==> src/rtl/digit_serial_subtractor_if.sv <==
`default_nettype none
// +-----------------------------------------------------------------------+
// | digit_serial_subtractor_if : operand/result handshake bundle          |
// | Rev 1.0                                                               |
// +-----------------------------------------------------------------------+
interface digit_serial_subtractor_if #(
   parameter int WIDTH = 16
);
   logic             in_valid;
   logic             in_ready;
   logic [WIDTH-1:0] a;
   logic [WIDTH-1:0] b;
   logic             bin;
   logic             out_valid;
   logic             out_ready;
   logic [WIDTH-1:0] diff;
   logic             bout;
   logic             zero;
   logic             ovf;

   modport master (
      output in_valid, a, b, bin, out_ready,
      input  in_ready, out_valid, diff, bout, zero, ovf
   );

   modport slave (
      input  in_valid, a, b, bin, out_ready,
      output in_ready, out_valid, diff, bout, zero, ovf
   );
endinterface
`default_nettype wire

==> src/rtl/digit_serial_subtractor.sv <==
`default_nettype none
// +-----------------------------------------------------------------------+
// | digit_serial_subtractor : A - B - BIN, DIGIT bits per clock, with a   |
// | registered borrow chain; results held until the consumer takes them. |
// | Rev 1.0                                                               |
// +-----------------------------------------------------------------------+
module digit_serial_subtractor #(
   parameter int WIDTH = 16,
   parameter int DIGIT = 4
) (
   input  logic                   clk,
   input  logic                   rst_n,
   digit_serial_subtractor_if.slave bus
);
   localparam int c_N  = WIDTH / DIGIT;
   localparam int c_CW = (c_N > 1) ? $clog2(c_N) : 1;
   localparam logic [c_CW-1:0] c_LAST = c_CW'(c_N - 1);

   typedef enum logic [1:0] {
      S_IDLE = 2'd0,
      S_BUSY = 2'd1,
      S_DONE = 2'd2
   } state_t;

   state_t           r_state;
   state_t           w_state_nxt;
   logic [WIDTH-1:0] r_a;
   logic [WIDTH-1:0] r_b;
   logic [WIDTH-1:0] r_diff;
   logic             r_br;
   logic             r_rdy;
   logic [c_CW-1:0]  r_cnt;
   logic [DIGIT-1:0] w_a_dig;
   logic [DIGIT-1:0] w_b_dig;
   logic [DIGIT-1:0] w_d_dig;
   logic             w_br;
   logic             w_accept;
   logic             w_done;

   // r_rdy keeps in_ready low for the cycle right after a reset edge
   assign w_accept = (r_state == S_IDLE) & r_rdy & bus.in_valid;
   assign w_done   = (r_state == S_DONE);

   always_comb begin
      w_a_dig = r_a[int'(r_cnt)*DIGIT +: DIGIT];
      w_b_dig = r_b[int'(r_cnt)*DIGIT +: DIGIT];
      w_d_dig = '0;
      w_br    = r_br;
      for (int i = 0; i < DIGIT; i++) begin
         w_d_dig[i] = w_a_dig[i] ^ w_b_dig[i] ^ w_br;
         w_br       = (~w_a_dig[i] & w_b_dig[i]) | (~w_a_dig[i] & w_br) | (w_b_dig[i] & w_br);
      end
   end

   always_comb begin
      w_state_nxt = r_state;
      case (r_state)
         S_IDLE:  if (w_accept) w_state_nxt = S_BUSY;
         S_BUSY:  if (r_cnt == c_LAST) w_state_nxt = S_DONE;
         S_DONE:  if (bus.out_ready) w_state_nxt = S_IDLE;
         default: w_state_nxt = S_IDLE;
      endcase
   end

   always_ff @(posedge clk) begin
      if (!rst_n) begin
         r_state <= S_IDLE;
         r_rdy   <= 1'b0;
         r_cnt   <= '0;
         r_br    <= 1'b0;
         r_a     <= '0;
         r_b     <= '0;
         r_diff  <= '0;
      end else begin
         r_state <= w_state_nxt;
         r_rdy   <= 1'b1;
         if (w_accept) begin
            r_a   <= bus.a;
            r_b   <= bus.b;
            r_br  <= bus.bin;
            r_cnt <= '0;
         end else if (r_state == S_BUSY) begin
            r_diff[int'(r_cnt)*DIGIT +: DIGIT] <= w_d_dig;
            r_br  <= w_br;
            r_cnt <= r_cnt + 1'b1;
         end
      end
   end

   // Outputs are forced to zero outside DONE so a partial result never shows
   assign bus.in_ready  = (r_state == S_IDLE) & r_rdy;
   assign bus.out_valid = w_done;
   assign bus.diff      = w_done ? r_diff : '0;
   assign bus.bout      = w_done & r_br;
   assign bus.zero      = w_done & (r_diff == '0);
   assign bus.ovf       = w_done & (r_a[WIDTH-1] ^ r_b[WIDTH-1]) & (r_diff[WIDTH-1] ^ r_a[WIDTH-1]);
endmodule
`default_nettype wire
==> src/flat_wrapper.sv <==
// flat-port wrapper written by rule: the top's interface ports become plain ports
module digit_serial_subtractor_flat 
#(
   parameter int WIDTH = 16,
   parameter int DIGIT = 4
)
  (clk, rst_n, bus_in_valid, bus_a, bus_b, bus_bin, bus_out_ready, bus_in_ready, bus_out_valid, bus_diff, bus_bout, bus_zero, bus_ovf);
  digit_serial_subtractor_if #(.WIDTH(WIDTH)) bus_i ();
  input  logic clk;
  input  logic rst_n;
  input wire logic [$bits(bus_i.in_valid)-1:0] bus_in_valid;
  input wire logic [$bits(bus_i.a)-1:0] bus_a;
  input wire logic [$bits(bus_i.b)-1:0] bus_b;
  input wire logic [$bits(bus_i.bin)-1:0] bus_bin;
  input wire logic [$bits(bus_i.out_ready)-1:0] bus_out_ready;
  output wire logic [$bits(bus_i.in_ready)-1:0] bus_in_ready;
  output wire logic [$bits(bus_i.out_valid)-1:0] bus_out_valid;
  output wire logic [$bits(bus_i.diff)-1:0] bus_diff;
  output wire logic [$bits(bus_i.bout)-1:0] bus_bout;
  output wire logic [$bits(bus_i.zero)-1:0] bus_zero;
  output wire logic [$bits(bus_i.ovf)-1:0] bus_ovf;
  assign bus_i.in_valid = bus_in_valid;
  assign bus_i.a = bus_a;
  assign bus_i.b = bus_b;
  assign bus_i.bin = bus_bin;
  assign bus_i.out_ready = bus_out_ready;
  assign bus_in_ready = bus_i.in_ready;
  assign bus_out_valid = bus_i.out_valid;
  assign bus_diff = bus_i.diff;
  assign bus_bout = bus_i.bout;
  assign bus_zero = bus_i.zero;
  assign bus_ovf = bus_i.ovf;
  digit_serial_subtractor #(.WIDTH(WIDTH), .DIGIT(DIGIT)) u_core (.clk(clk), .rst_n(rst_n), .bus(bus_i));
endmodule
==> config.mk <==
export PLATFORM = sky130hd
export DESIGN_NAME = digit_serial_subtractor_flat
export DESIGN_NICKNAME = d
export VERILOG_FILES = /design/src/rtl/digit_serial_subtractor_if.sv /design/src/rtl/digit_serial_subtractor.sv /design/src/flat_wrapper.sv
export SDC_FILE = /design/constraint.sdc
export NUM_CORES = 1
export LEC_CHECK = 0
export BUFFER_PORTS_ARGS = -buffer_cell sky130_fd_sc_hd__buf_2
export CAP_MARGIN = 25
export CORE_MARGIN = 2
export CORE_UTILIZATION = 44
export DETAILED_ROUTE_END_ITERATION = 12
export PLACE_DENSITY = 0.67
export REMOVE_ABC_BUFFERS = 1
export SETUP_SLACK_MARGIN = 0.3
export SLEW_MARGIN = 20
export SYNTH_ARGS = -nofsm -noshare
export SYNTH_HDL_FRONTEND = slang
export SYNTH_SLANG_ARGS = --single-unit
==> constraint.sdc <==
create_clock -name clk -period 4.7 [get_ports clk]
set_input_delay 0.705 -clock clk [delete_from_list [all_inputs] [get_ports clk]]
set_output_delay 0.705 -clock clk [all_outputs]
set_load 0.05 [all_outputs]
======== Yosys cells after proc, flatten, opt, wreduce, memory -nomap -nowiden ========
Index checks and enable logic that the tools add are counted.
storage, ports and cells
  register bits ........................... 54
  ROM bits ................................ 0
  latch bits .............................. 0
  RAM bits ................................ 0
  memories ................................ 0
  output and inout bits ................... 21
cells by class
  bitwise gates (word level) .............. 42
  div/mod/pow operators ................... 0
  order comparisons ....................... 0
  add/sub/neg operators ................... 2
  multiply operators ...................... 0
  multiplexer cells ....................... 9
  eq/ne operators ......................... 6
  reductions and logical operators ........ 6
  shifts and indexed selects .............. 4
operator list
  kind                                                    count
  negation 4 -> 33 bit                                    1
  variable shift 4 x 33 -> 16 bit (first input constant)  1
  indexed part select 4 x 33 -> 16 bit                    1
  indexed part select 16 x 5 -> 4 bit                     2
  bitwise AND 1 bit                                       18
  bitwise mux 16 bit                                      1
  zero test 16 bit                                        1
  two-way mux 16 bit                                      1
  bitwise XOR 1 bit                                       10
  bitwise OR 1 bit                                        8
  two-way mux 2 bit                                       3
  inverter 1 bit                                          6
  one-hot mux 2 bit (3 select lines)                      1
  == test 2 bit (second input constant)                   2
  != test 2 x 1 -> 1 bit (second input constant)          2
  two-way mux 1 bit                                       3
  AND reduction 3 bit                                     1
  adder 2 x 1 -> 2 bit (second input constant)            1
  == test 2 x 1 -> 1 bit (second input constant)          1
  zero test 2 bit                                         1
  != test 2 bit (second input constant)                   1
  AND reduction 2 bit                                     1
  nonzero test 2 bit                                      1
  OR reduction 2 bit                                      1

======== Depth between registers and ports, before layout ========
Gate-level depths: netlist of run 1.
  word-level depth ........................ 16
  mapped depth ............................ 10
  depth with buffers taken out ............ 9

======== Least setup slack after synthesis of run 1 ========
Ideal clock, no wire load.
  path kind ............................... flip-flop to flip-flop
  from .................................... register u_core.r_cnt[0]
  to ...................................... register u_core.r_diff[15]
  path buffers ............................ 1
  period minus slack after synthesis ...... 3.292 ns
  stages on the path, launching flop included .. 10
  data arrival time ....................... 3.175 ns
  path slack .............................. 1.408 ns
  path through ............................ dfxtp_1 -> clkbuf_8 -> mux4_2 -> fa_1 -> fa_1 -> fa_1 -> fa_1 -> nand2b_1 -> inv_1 -> a32o_1
on the way
  longest elaborated chain between the ends .. 14
  elaborated cells on any way between the ends .. 32
RTL lines
  item                                  RTL line                       source
  from (decl)                           digit_serial_subtractor.sv:32  logic [c_CW-1:0] r_cnt;
  from (signal assigned)                digit_serial_subtractor.sv:85  r_cnt <= r_cnt + 1'b1;
  indexed part select 16 x 5 -> 4 bit   digit_serial_subtractor.sv:45  w_a_dig = r_a[int'(r_cnt)*DIGIT +: DIGIT];
  inverter 1 bit                        digit_serial_subtractor.sv:51  w_br = (~w_a_dig[i] & w_b_dig[i]) | (~w_a_dig[i] & w_br) | (w_b_dig[i] & w_br);
  bitwise AND 1 bit                     digit_serial_subtractor.sv:51
  bitwise OR 1 bit (2 in a row)         digit_serial_subtractor.sv:51
  bitwise AND 1 bit                     digit_serial_subtractor.sv:51
  bitwise OR 1 bit (2 in a row)         digit_serial_subtractor.sv:51
  bitwise AND 1 bit                     digit_serial_subtractor.sv:51
  bitwise OR 1 bit (2 in a row)         digit_serial_subtractor.sv:51
  bitwise XOR 1 bit                     digit_serial_subtractor.sv:50  w_d_dig[i] = w_a_dig[i] ^ w_b_dig[i] ^ w_br;
  indexed part select 4 x 33 -> 16 bit  digit_serial_subtractor.sv:83  r_diff[int'(r_cnt)*DIGIT +: DIGIT] <= w_d_dig;
  bitwise mux 16 bit (*)                digit_serial_subtractor.sv:83
  to (signal, indexed assignment)       digit_serial_subtractor.sv:83
  to (decl)                             digit_serial_subtractor.sv:29  logic [WIDTH-1:0] r_diff;
Mark *: on every way between the ends. The rest lies on a longest branch, timed or not.
A chain may end at the register's enable or synchronous reset.

======== Final worst setup path of run 1 ========
Same ends and word-level chain as after synthesis.

==> results by group, run 1 <==
Outcome
  • Outcome: completed

Timing
  • Setup Viol. Count Final: 0
  • Final Cycle Share: 0.708
  • Worst-Margin Slew: 0.833 ns
  • Max Slew Vio Count: 0
  • Crit path time final: 3.33 ns
  • Clk_skew: 0.00668 ns
  • Upper clock frequency limit: 0.301 GHz
  • RSZ-0062 raised after global routing: false
  • Hold Fails Final Rpt: 0
  • Slew headroom: 0.445
  • Setup_tns: 0 ns

GRT
  • Global-route wire length before repair: 8450 um
  • Vias in the first global route: 1,883
  • Largest net degree at the start of global routing: 58
  • Initial antenna violation count: 0
  • GRT Util Overall: 0.162
  • Grt total ovfl: 0

Detailed routing
  • Via count: 2,073
  • Via density: 5.07
  • DRC violations left: 0
  • Initial DRC Count: 104
  • Antenna Nets Post-Route: 0
  • First-pass DRT Iterations: 5
  • Post-DR wirelength/cell: 12.5 um
  • Routed WL: 5110 um

Min path
  • HP Start: u_core.r_a[11]
  • Tightest Hold Check Type: reg -> reg

Pwr
  • Max VDD drop: 0.000177 V
  • Logic pwr share: 0.139
  • Switching share of power: 0.248
  • Clock power share: 0.299
  • PwrDens: 283 nW/um^2
  • Overall power: 865 uW
  • Pleak: 0.00133 uW
  • Internal power: 650 uW
  • Flop pwr share: 0.562
  • P_sw: 215 uW

Placement
  • Gpl congestion: 0.770
  • Placed cell count: 401
  • Dpl hpwl: 3660 um
  • # port buffers: 57
  • Area after DPL: 2960 um^2

Cells and area
  • Fillcell total: 582
  • Final Non-Filler Cells: 409
  • Post-route cell area: 3050 um^2
  • Nets: 380
  • Share of layout cells above drive strength 1: 0.234
  • Area grow syn2layout: 14.3%
  • Antenna Cells: 0

Floorplan
  • Die span in x: 81.9 um
  • Row cnt: 28
  • Num ports: 58
  • Die area: 6710 um^2
  • Core area: 5890 um^2
  • Initial Util: 0.454
  • Die H: 81.9 um

Worst setup path
  • End point of the critical path: u_core.r_diff[15]
  • Slowest CP cell: mux4_2
  • Worst path max stage delay: 0.55 ns
  • R2r startpoint: u_core.r_cnt[0]
  • Worst reg2reg path depth: 9
  • Critical Path Source Type: flop
  • CP endpoint kind: flop
  • Most frequent CP cell: fa_1
  • R2R Setup Slk: 1.37 ns
  • Crit path max fanout: 16
  • Worst reg2reg path endpoint: u_core.r_diff[15]
  • Worst Setup SP: u_core.r_cnt[0]
  • Worst Path Arrival: 3.52 ns
  • Setup CP Type: reg -> reg
  • CP Cell Sequence: buf_4 > mux4_2 > fa_1 > fa_1 > fa_1 > fa_1 > nand2b_1 > inv_1 > a32o_1
  • Req. time, crit path: 4.90 ns

Synth
  • Syn Inst Count: 285
  • Synth area leader: dfxtp_1
  • Yosys reg bits: 54
  • Area contributors post-synth: dfxtp_1 40%, nand2_1 11%, a21boi_1 8.4%
  • Sequential share of the synthesized area: 0.405
  • Post-synth ARST share: 0
  • Cell Area, Synth: 2670 um^2
  • YS warnings: 0
  • Avg Inst Size Synth: 9.37 um^2
  • Most used DFF post-synth: dfxtp_1
  • Synth top cells by count: 81 x nand2_1, 54 x dfxtp_1, 30 x a21boi_1
  • Top-area cell type share of the netlist area: 0.405
  • Post-synthesis cell type count: 38
  • Most common cell in the netlist: nand2_1
  • Post-synth EDFFs: 0

Clocking
  • TritonCTS clock tree: done
  • CTS resizes: 0
  • CTS Buffer Depth: 2
  • Clock sinks: 54
  • H-tree depth: 2
  • Worst-path clk slew: 0.09 ns
  • Worst skew pair latency: 0.30 ns
  • TritonCTS buffer count: 5
  • Post-CTS Hold Fix Bufs: 0
  • CTS Root Cell: clkbuf_8
  • Setup Fix Bufs, Post-CTS: 0

Flow run
  • Max Cap Violations: 0
## worst max-delay path, delay by kind of cell (launching register included)
family          cells  cell delay [ns]
fa+ha+maj           4             1.68
compound gates      1             0.20
flops               1             0.31
simple gates        1             0.16
buf+inv             2             0.31
mux                 1             0.55
## cell type report
| class | count | area, um^2 | area share |
|---|---|---|---|
| inverter | 11 | 41.3 | 0.0135 |
| clock inverter | 1 | 5.00 | 0.00164 |
| timing repair buffer | 60 | 308 | 0.101 |
| multi-input combinational | 201 | 1440 | 0.471 |
| tap | 75 | 93.8 | 0.0307 |
| clock buffer | 7 | 86.3 | 0.0283 |
| sequential | 54 | 1080 | 0.354 |
## cell usage in the layout (no fill, tap or decap), types with 2 or more instances in the layout
cell and n:
a21boi_0 4, a21boi_1 30, a32o_1 4, and2_1 19
buf_2 57, buf_4 3, clkbuf_8 6, dfxtp_1 54
fa_1 4, ha_1 6, inv_1 11, mux2i_1 2
mux4_1 3, mux4_2 5, nand2_1 81, nand2b_1 5
nand3_1 2, nand3b_4 2, nor2_1 4, nor4_1 4
o22ai_1 4, o32ai_1 8
## routing by layer
metal	up-vias	GRT usage	wire length (um)
li1	1069	-	-
met1	945	0.213	2480
met2	51	0.267	2340
met3	8	0.0286	206
met4	0	0.0600	78
met5	-	0	0
## power groups by stage
| stage | sequential [uW] | combinational [uW] | clock (uW) |
|---|---|---|---|
| after CTS | 486 | 122 | 268 |
| after floorplan | 497 | 75.8 | 0 |
| after detailed placement | 497 | 121 | 0 |
| after global placement | 497 | 119 | 0 |
| final | 486 | 120 | 259 |
| after global routing | 489 | 136 | 287 |
## worst min path at each step
stage                           to  slack, ns  cells after the start
floorplan            u_core.r_a[5]       0.43                      2
global placement     u_core.r_b[0]       0.44                      2
detailed placement  u_core.r_a[11]       0.44                      2
CTS                 u_core.r_a[11]       0.46                      2
global route         u_core.r_a[4]       0.48                      2
finish              u_core.r_a[11]       0.45                      2
## metrics by stage
| step | util | hold WS [ns] | setup slack (ns) |
|---|---|---|---|
| after floorplan | - | 0.430 | 1.27 |
| after global placement | 0.503 | 0.438 | 1.42 |
| after detailed placement | 0.503 | 0.443 | 1.38 |
| after CTS | 0.519 | 0.455 | 1.36 |
| after global routing | 0.519 | 0.480 | 1.23 |
| final | 0.519 | 0.453 | 1.37 |
## kinds of logic (layout without fill, tap and decap cells)
| family | count (synthesis) | in the layout | share of synthesized area |
|---|---|---|---|
| fa+ha+maj | 10 | 10 | 0.0581 |
| buf+inv | 30 | 79 | 0.0628 |
| mux | 10 | 10 | 0.0792 |
| flops | 54 | 54 | 0.405 |
| compound gates | 53 | 53 | 0.153 |
| simple gates | 127 | 127 | 0.239 |
| xor+xnor | 1 | 1 | 0.00328 |
## sequential cells by signal, indices dropped and copies added (netlist names)
name,count
u_core.r_b,16
u_core.r_state,2
u_core.r_br,1
u_core.r_cnt,2
u_core.r_rdy,1
u_core.r_diff,16
u_core.r_a,16
(Power assumes the default switching activity.)
==> inputs of run 2 (changes only) <==
--- a/config.mk
+++ b/config.mk
@@ -5,12 +5,13 @@
 export SDC_FILE = /design/constraint.sdc
 export NUM_CORES = 1
 export LEC_CHECK = 0
+export ABC_AREA = 1
 export BUFFER_PORTS_ARGS = -buffer_cell sky130_fd_sc_hd__buf_2
 export CAP_MARGIN = 25
 export CORE_MARGIN = 2
 export CORE_UTILIZATION = 44
 export DETAILED_ROUTE_END_ITERATION = 12
-export PLACE_DENSITY = 0.67
+export PLACE_DENSITY = 0.69
 export REMOVE_ABC_BUFFERS = 1
 export SETUP_SLACK_MARGIN = 0.3
 export SLEW_MARGIN = 20
==> constraint.sdc (replaced) <==
create_clock -name clk -period 2.7 [get_ports clk]
set_input_delay 0.405 -clock clk [delete_from_list [all_inputs] [get_ports clk]]
set_output_delay 0.405 -clock clk [all_outputs]
set_load 0.05 [all_outputs]
==> results by group, run 2 <==
Outcome
  • Outcome: finished, violations left
  • Failing checks: negative setup slack

Pwr
  • Internal power: 1380 uW
  • Switching share of power: 0.260
  • Logic pwr share: 0.177
  • PwrDens: 534 nW/um^2
  • Clock power share: 0.357
  • Flop pwr share: 0.467
  • Pleak: 0.00177 uW
  • Max VDD drop: 0.000271 V
  • P_sw: 484 uW

Timing
  • RSZ-0062 raised after global routing: true
  • Clk_skew: 0.00531 ns
  • Hold Fails Final Rpt: 0
  • Worst-Margin Slew: 0.565 ns
  • Slew headroom: 0.623
  • Crit path time final: 2.75 ns
  • Upper clock frequency limit: 0.363 GHz
  • Setup Viol. Count Final: 3
  • Final Cycle Share: 1.02
  • Setup ws final: -0.0531 ns
  • Max Slew Vio Count: 0

Synth
  • Syn Inst Count: 461
  • Cell Area, Synth: 2860 um^2
  • Yosys reg bits: 54
  • Area contributors post-synth: dfxtp_1 38%, nor2_1 17%, nand2_1 14%
  • Post-synthesis cell type count: 21
  • YS warnings: 0
  • Synth area leader: dfxtp_1
  • Post-synth ARST share: 0
  • Top-area cell type share of the netlist area: 0.378
  • Most used DFF post-synth: dfxtp_1
  • Post-synth EDFFs: 0
  • Avg Inst Size Synth: 6.20 um^2
  • Most common cell in the netlist: nor2_1
  • Sequential share of the synthesized area: 0.378
  • Synth top cells by count: 130 x nor2_1, 108 x nand2_1, 68 x inv_1

Detailed routing
  • Initial DRC Count: 122
  • Antenna Nets Post-Route: 0
  • Post-DR wirelength/cell: 10.7 um
  • Via density: 4.66
  • Via count: 2,807
  • Routed WL: 6430 um
  • First-pass DRT Iterations: 5
  • DRC violations left: 0

Placement
  • Gpl congestion: 0.851
  • Area after DPL: 3270 um^2
  • Placed cell count: 591
  • Post-place setup slack: -0.360 ns
  • # port buffers: 57
  • Dpl hpwl: 4620 um

Cells and area
  • Area grow syn2layout: 21.8%
  • Most frequent cells in the layout: 129 x nor2_1, 106 x nand2_1, 67 x inv_1
  • Nets: 571
  • Antenna Cells: 0
  • Largest regs: u_core.r_a: 16 flops, u_core.r_b: 16 flops, u_core.r_diff: 16 flops
  • Post-route cell area: 3480 um^2
  • Reg area: 1090 um^2
  • Share of layout cells above drive strength 1: 0.196
  • Fillcell total: 662
  • Multi-input logic area: 1460 um^2
  • Commonest non-fill, non-tap cell in the layout: nor2_1
  • Final Non-Filler Cells: 602

Clocking
  • TritonCTS clock tree: done
  • TritonCTS buffer count: 5
  • Worst-path clk slew: 0.10 ns
  • H-tree depth: 2
  • Clock sinks: 54
  • CTS Buffer Depth: 2
  • Post-CTS Hold Fix Bufs: 0
  • CTS Root Cell: clkbuf_8
  • Worst skew pair latency: 0.31 ns

Worst setup path
  • Setup CP Type: reg -> reg
  • Crit path max fanout: 6
  • Worst Path Arrival: 2.95 ns
  • CP endpoint kind: flop
  • R2R Setup Slk: -0.05 ns
  • Critical Path Source Type: flop
  • Req. time, crit path: 2.89 ns

GRT
  • Grt total ovfl: 0
  • Global-route wire length before repair: 11,400 um
  • GRT Util Overall: 0.192
  • Vias in the first global route: 2,624
  • Largest net degree at the start of global routing: 40
  • Initial antenna violation count: 0

Floorplan
  • Core area: 6310 um^2
  • Initial Util: 0.453
  • Die area: 7160 um^2
  • Row cnt: 29
  • Die span in x: 84.6 um
  • Num ports: 58
  • Die H: 84.6 um

Min path
  • Tightest Hold Check Type: in -> reg

Flow run
  • Max Cap Violations: 0
## run 2: cell families (layout without fill, tap and decap cells)
kind of cell,Yosys count,count (layout),share of synthesized area
simple gates,262,262,0.360
fa+ha+maj,10,10,0.0542
buf+inv,89,153,0.128
flops,54,54,0.378
compound gates,46,46,0.0805
## run 2: final timing paths
kind / startpoint / end / depth (start not counted)
max: u_core.r_cnt[0] / u_core.r_diff[15] / 13
min: bus_a[6] / u_core.r_a[6] / 3
max reg2reg: u_core.r_cnt[0] / u_core.r_diff[15] / 13
min reg2reg: u_core.r_diff[9] / u_core.r_diff[9] / 2
## run 2: critical path, cell delays in order, from the launching register on
cell and delay (ns):
dfxtp_4 0.40, buf_6 0.12, nand2_2 0.05, o21ai_2 0.06
a21oi_2 0.08, fa_2 0.36, fa_2 0.35, fa_2 0.35
fa_2 0.57, nor2_4 0.05, nand3_1 0.07, nor2_1 0.04
nor2_1 0.09, nor2_1 0.04
## run 2: layout make-up
type / instances / share of cell area
well taps: 77 / 0.0277
flip-flops and latches: 54 / 0.312
repair buffers: 76 / 0.128
multi-input cells: 318 / 0.418
clock inverters: 2 / 0.0172
inverters: 69 / 0.0744
clock buffers: 6 / 0.0237
## run 2: repair_timing
item                       in CTS  in global routing
gates resized for setup        21                  3
setup endpoints to repair       9                 12
pin swaps                       4                  2
buffers inserted                2                  1
## run 2: power groups by stage
stage | logic (uW) | registers (uW) | clock network [uW]
after floorplan | 195 | 883 | 0
after global placement | 297 | 885 | 0
after detailed placement | 304 | 885 | 0
after CTS | 322 | 867 | 675
after global routing | 379 | 874 | 710
final | 329 | 868 | 663
## run 2: layer usage
metal  track usage  share of wire  vias to the layer above  wire, um
met5             0              0                        -         0
met2         0.328           0.47                       56      3050
met4        0.0548          0.017                        0       110
li1              -              -                     1499         -
met3        0.0275          0.031                       13       201
met1         0.252           0.48                     1239      3070
## run 2: through the flow
step | TNS (ns) | util | total power, uW | hold slack (ns)
after detailed placement | -1.44 | 0.518 | 1190 | 0.472
after CTS | -0.0962 | 0.549 | 1860 | 0.308
final | -0.127 | 0.552 | 1860 | 0.314
after global placement | -0.803 | 0.518 | 1180 | 0.471
after global routing | -0.492 | 0.552 | 1960 | 0.320
after floorplan | -6.92 | - | 1080 | 0.433
==> inputs of run 3 (changes only) <==
--- a/config.mk
+++ b/config.mk
@@ -11,7 +11,7 @@
 export CORE_MARGIN = 2
 export CORE_UTILIZATION = 44
 export DETAILED_ROUTE_END_ITERATION = 12
-export PLACE_DENSITY = 0.69
+export PLACE_DENSITY = 0.8
 export REMOVE_ABC_BUFFERS = 1
 export SETUP_SLACK_MARGIN = 0.3
 export SLEW_MARGIN = 20
==> results by group, run 3 (synthesis results as in run 2) <==
Outcome
  • Outcome: finished, violations left
  • Failing checks: negative setup slack

Pwr
  • Logic pwr share: 0.186
  • Max VDD drop: 0.000248 V
  • Pleak: 0.00177 uW
  • P_sw: 489 uW
  • Clock power share: 0.352
  • PwrDens: 538 nW/um^2
  • Flop pwr share: 0.462
  • Internal power: 1390 uW
  • Overall power: 1880 uW
  • Switching share of power: 0.261

Timing
  • Setup Viol. Count Final: 4
  • Crit path time final: 2.84 ns
  • Setup ws final: -0.141 ns
  • Slew headroom: 0.684
  • Clk_skew: 0.00606 ns
  • RSZ-0062 raised after global routing: true
  • Upper clock frequency limit: 0.352 GHz
  • Final Cycle Share: 1.05
  • Setup_tns: -0.359 ns
  • Worst-Margin Slew: 0.473 ns
  • Hold Fails Final Rpt: 0
  • Worst hold margin: 0.308 ns
  • Max Slew Vio Count: 0

Floorplan
  • Die span in x: 84.6 um
  • Core area: 6310 um^2
  • Die H: 84.6 um
  • Die area: 7160 um^2
  • Num ports: 58
  • Initial Util: 0.453
  • Row cnt: 29

Detailed routing
  • First-pass DRT Iterations: 4
  • DRC violations left: 0
  • Post-DR wirelength/cell: 10.7 um
  • Initial DRC Count: 151
  • Routed WL: 6460 um
  • Via count: 2,748
  • Antenna Nets Post-Route: 0
  • Via density: 4.56

Placement
  • Area after DPL: 3260 um^2
  • Dpl hpwl: 4610 um
  • Gpl congestion: 0.915
  • # port buffers: 57

Clocking
  • TritonCTS buffer count: 5
  • CTS Root Cell: clkbuf_8
  • Worst-path clk slew: 0.10 ns
  • TritonCTS clock tree: done
  • Clock sinks: 54
  • Worst skew pair latency: 0.31 ns
  • CTS Buffer Depth: 2
  • H-tree depth: 2

Worst setup path
  • Worst Path Arrival: 3.04 ns
  • Worst Path Buf+Inv: 1
  • Slowest CP cell: fa_2
  • Top delay family on crit path: adder cells
  • Critical Path Source Type: flop
  • Setup CP Type: reg -> reg
  • R2R Setup Slk: -0.14 ns
  • CP endpoint kind: flop
  • CP Cell Sequence: buf_6 > o21ai_2 > a21oi_2 > fa_2 > fa_2 > fa_2 > fa_2 > nor2_4 > nand3_1 > nor2_1 > nor2_1 > nor2_1
  • Req. time, crit path: 2.90 ns
  • Crit path max fanout: 5
  • Worst path max stage delay: 0.57 ns
  • Most frequent CP cell: fa_2

Min path
  • Tightest Hold Check Type: in -> reg

GRT
  • Largest net degree at the start of global routing: 25
  • Vias in the first global route: 2,547
  • GRT Util Overall: 0.186
  • Global-route wire length before repair: 11,100 um
  • Initial antenna violation count: 0
  • Grt total ovfl: 0

Cells and area
  • Commonest non-fill, non-tap cell in the layout: nor2_1
  • Antenna Cells: 0
  • Area grow syn2layout: 22.1%
  • Layout Utilization: 0.553
  • Share of layout cells above drive strength 1: 0.198
  • Largest regs: u_core.r_a: 16 flops, u_core.r_b: 16 flops, u_core.r_diff: 16 flops
  • Most frequent cells in the layout: 129 x nor2_1, 106 x nand2_1, 67 x inv_1
  • Nets: 572
  • Post-route cell area: 3490 um^2

Flow run
  • Max Cap Violations: 0
## run 3: layout make-up
class                           count  area, um^2
Multi-Input combinational cell    318        1460
Timing Repair Buffer               77         450
Fill cell                         639        2820
Inverter                           69         262
Sequential cell                    54        1090
Clock inverter                      2        60.1
Clock buffer                        6        82.6
Tap cell                           77        96.3
## run 3: through the flow
step | setup WS, ns | std cells
after floorplan | -0.935 | 441
after global placement | -0.213 | 591
after detailed placement | -0.327 | 591
after CTS | -0.105 | 602
after global routing | -0.190 | 603
final | -0.141 | 603
## run 3: worst paths after layout
path,from,cells past startpoint,endpoint
min,bus_b[4],3,u_core.r_b[4]
min reg2reg,u_core.r_diff[9],2,u_core.r_diff[9]
max,u_core.r_cnt[0],12,u_core.r_diff[15]
max reg2reg,u_core.r_cnt[0],12,u_core.r_diff[15]
## run 3: power by group through the flow
| stage | Sequential (uW) | Combinational, uW | Clock, uW |
|---|---|---|---|
| after floorplan | 883 | 195 | 0 |
| after global placement | 884 | 301 | 0 |
| final | 868 | 348 | 662 |
| after global routing | 874 | 396 | 713 |
| after CTS | 867 | 330 | 671 |
| after detailed placement | 885 | 308 | 0 |
## run 3: repair_timing
action / in CTS / in global routing
endpoints found under the setup margin: 9 / 10
gates resized for setup: 21 / 7
buffers inserted: 3 / 1
pin swaps: 10 / 10
hold buffers: 0 / 0
## run 3: worst reg2reg max path, stage by stage (launching register included)
cell,delay (ns)
dfxtp_4,0.38
buf_6,0.13
o21ai_2,0.13
a21oi_2,0.09
fa_2,0.38
fa_2,0.37
fa_2,0.36
fa_2,0.57
nor2_4,0.05
nand3_1,0.10
nor2_1,0.06
nor2_1,0.09
nor2_1,0.04
## run 3: routing by layer
layer  vias to the layer above  part of all wire  global-route usage
met3                        11             0.043              0.0364
met1                      1178              0.46               0.250
met5                         -                 0                   0
met2                        59              0.48               0.308
li1                       1500                 -                   -
met4                         0             0.016              0.0491
